[config.mk]
export PLATFORM = sky130hd
export DESIGN_NAME = mem_port_arbiter
export DESIGN_NICKNAME = d
export VERILOG_FILES = /design/src/rtl/mem_port_arbiter.sv
export SDC_FILE = /design/constraint.sdc
export NUM_CORES = 1
export LEC_CHECK = 0
export BUFFER_PORTS_ARGS = -buffer_cell sky130_fd_sc_hd__buf_2
export CORE_MARGIN = 4
export CORE_UTILIZATION = 35
export DETAILED_ROUTE_END_ITERATION = 6
export GPL_TIMING_DRIVEN = 1
export SETUP_SLACK_MARGIN = 0.2
export SLEW_MARGIN = 40
export SYNTH_ARGS = -nofsm -noshare
export SYNTH_HDL_FRONTEND = slang
export SYNTH_SLANG_ARGS = --single-unit
export TNS_END_PERCENT = 5
[constraint.sdc]
create_clock -name clk -period 2 [get_ports clk]
set_input_delay 0.2 -clock clk [delete_from_list [all_inputs] [get_ports clk]]
set_output_delay 0.2 -clock clk [all_outputs]
set_load 0.005 [all_outputs]
[src/rtl/mem_port_arbiter.sv]
// Arbitrates a single-port memory between instruction fetch and data access.
// One transaction in flight; data has priority, fetch starvation is bounded.
module mem_port_arbiter #(
  parameter int ADDR_W        = 32,
  parameter int DATA_W        = 32,
  parameter int MAX_DM_STREAK = 4
) (
  input  logic              clk,
  input  logic              rst,
  input  logic              if_req,
  input  logic [ADDR_W-1:0] if_addr,
  input  logic              if_flush,
  output logic [DATA_W-1:0] if_rdata,
  output logic              if_valid,
  input  logic              dm_req,
  input  logic              dm_we,
  input  logic [3:0]        dm_wmask,
  input  logic [ADDR_W-1:0] dm_addr,
  input  logic [DATA_W-1:0] dm_wdata,
  output logic [DATA_W-1:0] dm_rdata,
  output logic              dm_valid,
  output logic              mem_req,
  output logic              mem_we,
  output logic [3:0]        mem_wmask,
  output logic [ADDR_W-1:0] mem_addr,
  output logic [DATA_W-1:0] mem_wdata,
  input  logic              mem_gnt,
  input  logic              mem_rvalid,
  input  logic [DATA_W-1:0] mem_rdata,
  output logic              stall_fetch,
  output logic              stall_memory_write
);

  typedef enum logic [2:0] {S_IDLE, S_REQ_IF, S_WAIT_IF, S_REQ_DM, S_WAIT_DM} state_t;

  localparam logic [3:0] STREAK_MAX = 4'(MAX_DM_STREAK);

  state_t            r_state, w_next;
  logic [3:0]        r_streak;
  logic              r_drop;
  logic              r_mem_we;
  logic [3:0]        r_mem_wmask;
  logic [ADDR_W-1:0] r_mem_addr;
  logic [DATA_W-1:0] r_mem_wdata;
  logic [DATA_W-1:0] r_if_rdata, r_dm_rdata;
  logic              r_if_valid, r_dm_valid;
  logic              w_pick_dm, w_pick_if;

  // Data wins unless fetch has already been passed over MAX_DM_STREAK times.
  assign w_pick_dm = dm_req & (~if_req | (r_streak < STREAK_MAX));
  assign w_pick_if = ~w_pick_dm & if_req & ~if_flush;

  always_comb begin
    w_next = r_state;
    case (r_state)
      S_IDLE:    if (w_pick_dm) w_next = S_REQ_DM;
                 else if (w_pick_if) w_next = S_REQ_IF;
      S_REQ_IF:  if (mem_gnt) w_next = S_WAIT_IF;
                 else if (if_flush) w_next = S_IDLE;
      S_WAIT_IF: if (mem_rvalid) w_next = S_IDLE;
      S_REQ_DM:  if (mem_gnt) w_next = S_WAIT_DM;
      S_WAIT_DM: if (mem_rvalid) w_next = S_IDLE;
      default:   w_next = S_IDLE;
    endcase
  end

  always_ff @(posedge clk) begin
    if (rst) begin
      r_state     <= S_IDLE;
      r_streak    <= '0;
      r_drop      <= 1'b0;
      r_mem_we    <= 1'b0;
      r_mem_wmask <= '0;
      r_mem_addr  <= '0;
      r_mem_wdata <= '0;
      r_if_rdata  <= '0;
      r_dm_rdata  <= '0;
      r_if_valid  <= 1'b0;
      r_dm_valid  <= 1'b0;
    end else begin
      r_state    <= w_next;
      r_if_valid <= 1'b0;
      r_dm_valid <= 1'b0;
      if (r_state == S_IDLE && w_pick_dm) begin
        r_mem_we    <= dm_we;
        r_mem_wmask <= dm_wmask;
        r_mem_addr  <= dm_addr;
        r_mem_wdata <= dm_wdata;
      end else if (r_state == S_IDLE && w_pick_if) begin
        r_mem_we    <= 1'b0;
        r_mem_wmask <= '0;
        r_mem_addr  <= if_addr;
        r_mem_wdata <= '0;
      end
      if (r_state == S_REQ_DM && mem_gnt)
        r_streak <= !if_req ? 4'd0 : (r_streak == STREAK_MAX) ? r_streak : r_streak + 4'd1;
      if (r_state == S_REQ_IF && mem_gnt)
        r_streak <= '0;
      if (r_state == S_REQ_IF && mem_gnt && if_flush)
        r_drop <= 1'b1;
      // A flushed fetch still owns the port until its response drains.
      if (r_state == S_WAIT_IF) begin
        if (mem_rvalid) begin
          r_drop     <= 1'b0;
          r_if_rdata <= mem_rdata;
          r_if_valid <= ~r_drop & ~if_flush;
        end else if (if_flush) begin
          r_drop <= 1'b1;
        end
      end
      if (r_state == S_WAIT_DM && mem_rvalid) begin
        r_dm_rdata <= mem_rdata;
        r_dm_valid <= 1'b1;
      end
    end
  end

  assign mem_req            = (r_state == S_REQ_IF) | (r_state == S_REQ_DM);
  assign mem_we             = r_mem_we;
  assign mem_wmask          = r_mem_wmask;
  assign mem_addr           = r_mem_addr;
  assign mem_wdata          = r_mem_wdata;
  assign if_rdata           = r_if_rdata;
  assign if_valid           = r_if_valid;
  assign dm_rdata           = r_dm_rdata;
  assign dm_valid           = r_dm_valid;
  assign stall_fetch        = if_req & ~r_if_valid;
  assign stall_memory_write = dm_req & ~r_dm_valid;

endmodule

==> key figures, run 1 <==
Critical path
  – Flop-to-flop setup slack: 0.28 ns
  – Setup crit start kind: register
  – R2r worst-path depth: 6
  – Arrival time worst endpoint: 2.02 ns
  – Worst EP required: 2.30 ns
  – Cells along the critical path: or3_4 -> a2111oi_4 -> buf_4 -> clkbuf_16 -> a21oi_1 -> o221a_2
  – Critical path type: register to register
  – Slowest Stage Delay on Critical Path: 0.39 ns
  – R2r startpoint: r_state[0]$_SDFFE_PP0P_
  – CP max stage cell: or3_4
  – FF-to-FF End: mem_addr[6]$_SDFFE_PP0P_
  – Setup crit end kind: register
  – Highest fanout seen on the critical path: 16

Global routing
  – GRT overflow: 0
  – First-pass GRT wire length: 25900 um
  – Initial antenna violation count: 1
  – Vias in the first global route: 5409
  – Total GRT Usage: 19.1%
  – Largest net degree at the start of global routing: 70

Synthesis
  – Area leader, netlist: dfxtp_1
  – Ys Warns: 0
  – Synth Instances: 574
  – #FFs+latches synth: 143
  – Top-area cell type share of the netlist area: 54.5%
  – EDFF count, synth: 0
  – Synth cell types: 42
  – Syn_nets: 716
  – Syn Area/Cell: 9.15 um^2
  – Top_reg_cell synth: dfxtp_1
  – Area of the mapped netlist: 0.00525 mm^2
  – Fraction of registers with async set/reset: 0%
  – Post-synthesis sequential area ratio: 54.5%
  – Main area contributors after synthesis: dfxtp_1 54%, a21oi_1 9.6%, nand2_1 9.4%

Worst hold path
  – Worst min path class: primary input to register
  – WHS Path Cells: 2
  – Hold path startpoint: dm_wdata[8]
  – Hold EP: mem_wdata[8]$_SDFFE_PP0P_

Clocking
  – CTS H-tree depth: 4
  – Register clock-pin slew on the reported worst setup and hold paths: 0.06 ns
  – Worst-skew pair later-pin latency: 0.42 ns
  – Clk buf depth: 2
  – TritonCTS clock tree: yes
  – Root Driver: clkbuf_16
  – CTS Buf Count: 17
  – # clock sinks: 143

Timing
  – Fin. Hold Viols: 0
  – Fin Setup TNS: 0 ns
  – Layout Skew: 0.0127 ns
  – Max Slew Vio Count: 0
  – Setup ws final: 0.282 ns
  – Worst-Margin Slew: 0.431 ns
  – Final setup viols: 0
  – Achievable frequency: 0.582 GHz
  – Crit path time final: 1.72 ns
  – Period utilisation layout: 85.9%
  – RSZ-0062 raised after global routing: false
  – Rel. slew slack: 71.3%

Final layout
  – Area grow syn2layout: 48.1%
  – Fin util: 53.1%
  – Final layout net count: 1016
  – Share of layout cells above drive strength 1: 41.4%

Detailed routing
  – Vias per Instance: 5.02
  – Number of routed nets with antenna violations: 0
  – Final WL: 17300 um
  – Via count: 5378
  – Iteration-0 DRC Markers: 235
  – Drt pass-1 iters: 4
  – Drt wl/cell: 16.1 um
  – DRC Markers: 0

Power
  – Sequential power share: 42.5%
  – P_sw: 1830 uW
  – Switching Fraction: 24.6%
  – Clk pwr share: 44.0%
  – Worst vdd ir: 0.691 mV
  – Cell Pwr Density: 954 mW/mm^2
  – Combinational fraction of design power: 13.5%
  – Power, Total: 7420 uW
  – LEAKAGE: 0.00373 uW
  – Int Pwr: 5600 uW

Job
  – Max Cap Viol: 0

Placement
  – Port Buffer Count: 277
  – Final Wtd Congestion: 0.827
  – Worst slack at placement: 0.160 ns
  – DP HPWL: 11800 um

Floorplanning
  – Die span in y: 131 um
  – Site Rows: 44
  – Initial Utilization: 35.9%
  – Die W: 131 um
  – Core Area: 0.0146 mm^2
  – DIE AREA: 0.0170 mm^2
  – IO Count: 278

Status
  – Status: finished, final reports clean
## what timing repair did
| item | 4_1_cts | 5_1_grt |
|---|---|---|
| endpoints found under the hold margin | 32 | 0 |
| endpoints found under the setup margin | 37 | 46 |
| resized for setup | 2 | 2 |
| hold buffers | 32 | 0 |
| gates cloned | 0 | 1 |
| pin swaps | 0 | 1 |
| setup buffers | 0 | 1 |
## cell usage after synthesis (2+ instances only)
cell / number
nor2b_1: 3
a31oi_1: 2
buf_4: 3
dfxtp_1: 143
buf_2: 11
buf_6: 4
and3_1: 2
nor2_1: 9
o221a_2: 32
clkbuf_1: 26
nand3_1: 3
ha_1: 2
a22o_1: 37
nand2_1: 132
a21oi_1: 101
inv_1: 38
## worst max path at each step
stage	startpoint	to	cells after the start
after floorplan	r_state[0]$_SDFFE_PP0P_	mem_addr[21]$_SDFFE_PP0P_	6
after global placement	r_state[0]$_SDFFE_PP0P_	mem_addr[6]$_SDFFE_PP0P_	5
after detailed placement	r_state[0]$_SDFFE_PP0P_	mem_wdata[30]$_SDFFE_PP0P_	5
after CTS	r_state[0]$_SDFFE_PP0P_	mem_addr[2]$_SDFFE_PP0P_	5
after global routing	r_state[0]$_SDFFE_PP0P_	mem_wmask[3]$_SDFFE_PP0P_	5
final	r_state[0]$_SDFFE_PP0P_	mem_addr[6]$_SDFFE_PP0P_	6
## cell type report
cell class                 instances  area [um^2]
inverter                          38          143
tap                              184          230
clock inverter                    12          155
fill                            1340         6860
timing repair buffer             326         1900
antenna                            1         2.50
sequential                       143         2860
multi-input combinational        348         2030
clock buffer                      20          457
## critical path: cells and delay by family (launching register included)
kind / cells / cell delay [ns]
AOI/OAI and AO/OA: 3 / 0.49
and+or+nand+nor: 1 / 0.39
buffers and inverters: 2 / 0.37
DFF: 1 / 0.36
## cells by family after synthesis
kind of cell | Yosys count | synth area share (%)
compound gates | 183 | 24.9
xor+xnor | 1 | 0.167
fa+ha+maj | 2 | 0.476
buf+inv | 83 | 7.05
flops | 143 | 54.5
mux | 2 | 0.405
simple gates | 160 | 12.5
## placed cells by master, fill, tap and decap left out, drive strengths merged, types with 3 or more instances in the layout
cell type | netlist | final
nand3 | 3 | 3
dfxtp | 143 | 143
nand2 | 132 | 132
dlygate4sd3 | 0 | 32
a22o | 37 | 37
o221a | 32 | 32
inv | 38 | 42
bufinv | 0 | 3
clkinv | 0 | 3
clkbuf | 27 | 21
a21oi | 102 | 102
buf | 18 | 293
nor2 | 10 | 10
nor2b | 3 | 3
## routing by layer
metal  part of all wire (%)  vias up  track usage [%]  wire (um)
met5                      0        -                0          0
met4                    2.1        0             7.44        368
met3                    9.8       29             7.40       1700
met2                     49      225             33.5       8530
met1                     39     2536             20.8       6670
li1                       -     2588                -          -
## power groups by stage
| stage | Clock [uW] | Combinational [uW] | Sequential (uW) |
|---|---|---|---|
| after global placement | 0 | 922 | 3200 |
| after CTS | 3350 | 999 | 3150 |
| after detailed placement | 0 | 941 | 3210 |
| final | 3270 | 1000 | 3150 |
| after floorplan | 0 | 461 | 3220 |
| after global routing | 3480 | 1110 | 3170 |
## per-stage QoR
stage | hold slack (ns) | instances | instance area, um^2
3_5_place_dp | 0.422 | 1005 | 6800
6_report | 0.0188 | 1072 | 7780
3_3_place_gp | 0.413 | 1005 | 6800
4_1_cts | 0.000210 | 1069 | 7740
5_1_grt | 0.0139 | 1072 | 7780
2_1_floorplan | 0.279 | 574 | 5250
## state kept, by name (all words and copies together), names as in the netlist, 3 cells and up
| register | flops |
|---|---|
| dm_rdata | 32 |
| mem_wdata | 32 |
| r_state | 3 |
| mem_addr | 32 |
| r_streak | 4 |
| if_rdata | 32 |
| mem_wmask | 4 |
No activity file was read; power rests on OpenSTA's default activity.
==> run 2, diff against run 1 <==
--- a/config.mk
+++ b/config.mk
@@ -7,9 +7,10 @@
 export LEC_CHECK = 0
 export BUFFER_PORTS_ARGS = -buffer_cell sky130_fd_sc_hd__buf_2
 export CORE_MARGIN = 4
-export CORE_UTILIZATION = 35
+export CORE_UTILIZATION = 45
 export DETAILED_ROUTE_END_ITERATION = 6
 export GPL_TIMING_DRIVEN = 1
+export PLACE_DENSITY = 0.8
 export SETUP_SLACK_MARGIN = 0.2
 export SLEW_MARGIN = 40
 export SYNTH_ARGS = -nofsm -noshare
==> key figures, run 2 (synthesis gave the netlist of run 1 again) <==
Critical path
  – Setup crit start kind: register (unchanged)
  – Arrival time worst endpoint: 2.02 ns (about the same)
  – Worst EP required: 2.30 ns (about the same)
  – Highest fanout seen on the critical path: 16 (unchanged)
  – Critical path type: register to register (unchanged)
  – Setup crit end kind: register (unchanged)

Final layout
  – Filler cells: 966 (was 1340)
  – Antenna cells: 0 (was 1)
  – Most frequent cells in the layout: 276 x buf_2, 142 x dfxtp_1, 132 x nand2_1 (unchanged)
  – Final Cell Area: 0.00756 mm^2 (was 0.00778 mm^2)
  – Final layout net count: 999 (was 1016)
  – Most common cell after layout, fill and taps aside: buf_2 (unchanged)
  – Share of layout cells above drive strength 1: 41.6% (was 41.4%)
  – Area grow syn2layout: 43.9% (was 48.1%)

Floorplanning
  – Die span in y: 116 um (was 131 um)
  – Core Area: 0.0114 mm^2 (was 0.0146 mm^2)
  – Site Rows: 39 (was 44)
  – IO Count: 278 (unchanged)
  – Initial Utilization: 46.0% (was 35.9%)
  – Die W: 116 um (was 131 um)
  – DIE AREA: 0.0135 mm^2 (was 0.0170 mm^2)

Global routing
  – Largest net degree at the start of global routing: 51 (was 70)
  – Vias in the first global route: 4871 (was 5409)
  – GRT overflow: 0 (unchanged)
  – Total GRT Usage: 22.6% (was 19.1%)
  – First-pass GRT wire length: 23700 um (was 25900 um)
  – Initial antenna violation count: 0 (was 1)

Placement
  – Final Wtd Congestion: 0.777 (was 0.827)
  – Worst slack at placement: 0.249 ns (was 0.160 ns)
  – Placed cell area: 0.00678 mm^2 (was 0.00680 mm^2)
  – Port Buffer Count: 277 (unchanged)
  – DP HPWL: 11500 um (was 11800 um)

Timing
  – RSZ-0062 raised after global routing: false (unchanged)
  – Layout Skew: 0.00891 ns (was 0.0127 ns)
  – Fin Setup TNS: 0 ns (unchanged)
  – Worst-Margin Slew: 0.378 ns (was 0.431 ns)
  – Crit path time final: 1.72 ns (about the same)
  – Rel. slew slack: 74.2% (was 71.3%)
  – Final setup viols: 0 (unchanged)
  – Max Slew Vio Count: 0 (unchanged)
  – Achievable frequency: 0.581 GHz (was 0.582 GHz)
  – Period utilisation layout: 86.0% (was 85.9%)
  – Fin. Hold Viols: 0 (unchanged)
  – Setup ws final: 0.280 ns (was 0.282 ns)

Power
  – Worst vdd ir: 0.902 mV (was 0.691 mV)
  – Cell Pwr Density: 959 mW/mm^2 (was 954 mW/mm^2)
  – LEAKAGE: 0.00366 uW (was 0.00373 uW)

Detailed routing
  – Drt pass-1 iters: 4 (unchanged)
  – Vias per Instance: 5.10 (was 5.02)
  – Via count: 5151 (was 5378)
  – DRC Markers: 0 (unchanged)
  – Final WL: 16000 um (was 17300 um)
  – Iteration-0 DRC Markers: 465 (was 235)
  – Number of routed nets with antenna violations: 0 (unchanged)
  – Drt wl/cell: 15.8 um (was 16.1 um)

Job
  – Max Cap Viol: 0 (unchanged)

Clocking
  – Clk buf depth: 2 (unchanged)
  – Register clock-pin slew on the reported worst setup and hold paths: 0.06 ns (about the same)
  – # clock sinks: 143 (unchanged)
  – CTS H-tree depth: 4 (unchanged)
  – Root Driver: clkbuf_16 (unchanged)
  – CTS Buf Count: 17 (unchanged)
  – Worst-skew pair later-pin latency: 0.41 ns (was 0.42 ns)
  – TritonCTS clock tree: yes (unchanged)

Worst hold path
  – Worst min path class: primary input to register (unchanged)

Status
  – Status: finished, final reports clean (unchanged)
==> run 2: changes by cell type in the layout (fill, tap and decap cells not counted), moves of 2 or more <==
| cell | delta |
|---|---|
| clkbuf_1 | +2 |
| buf_12 | +3 |
| dlygate4sd3_1 | -16 |
| inv_6 | -4 |
| buf_4 | -2 |
| buf_6 | -2 |
| clkinvlp_4 | -2 |
==> run 2: final timing paths <==
| check | start | to | slack (ns) | cells after the start |
|---|---|---|---|---|
| hold reg to reg | r_drop$_SDFF_PP0_ | if_valid$_SDFF_PP0_ | 0.42 | 1 |
| setup / recovery | r_state[0]$_SDFFE_PP0P_ | mem_addr[23]$_SDFFE_PP0P_ | 0.28 | 6 |
| hold / removal | dm_wmask[2] | mem_wmask[2]$_SDFFE_PP0P_ | 0.02 | 2 |
| setup reg to reg | r_state[0]$_SDFFE_PP0P_ | mem_addr[23]$_SDFFE_PP0P_ | 0.28 | 6 |
==> run 2: final cells by class <==
type | count | area, um^2 | area share [%]
multi-input cells | 348 | 2030 | 26.8
clock buffers | 23 | 478 | 6.32
clock inverters | 6 | 109 | 1.44
inverters | 38 | 143 | 1.89
repair buffers | 309 | 1760 | 23.3
flip-flops and latches | 143 | 2860 | 37.9
well taps | 143 | 179 | 2.37
==> run 2: what timing repair did <==
action / CTS / global route
setup buffers: 0 / 1
hold buffers: 14 / 2
setup endpoints to repair: 0 / 32
gates resized for setup: 0 / 2
endpoints found under the hold margin: 14 / 2
==> run 2: worst max-delay path, cell delays in order, from the launching register on <==
cell and delay [ns]:
dfxtp_1 0.38, or3_4 0.40, a2111oi_4 0.27, buf_4 0.19, clkbuf_16 0.17, a21oi_1 0.07, o221a_2 0.13
==> run 2: where the power goes <==
part	switching, uW	internal, uW
logic	476	501
registers	103	3050
clock network	1090	2040
==> run 2: per-layer routing <==
metal	vias to the layer above	track usage, %	routed length, um
li1	2554	-	-
met1	2362	24.7	6100
met3	28	8.83	1460
met4	0	8.97	342
met5	-	0	0
met2	207	39.4	8090
==> run 2: stage by stage <==
stage                     util [%]  hold WS (ns)  power, uW  cells
after detailed placement      59.4         0.420       4160    963
after CTS                     65.7      0.000380       7310   1006
after global routing          66.2       0.00343       7530   1010
after floorplan                  -         0.279       3680    574
after global placement        59.4         0.414       4140    963
final                         66.2        0.0175       7250   1010
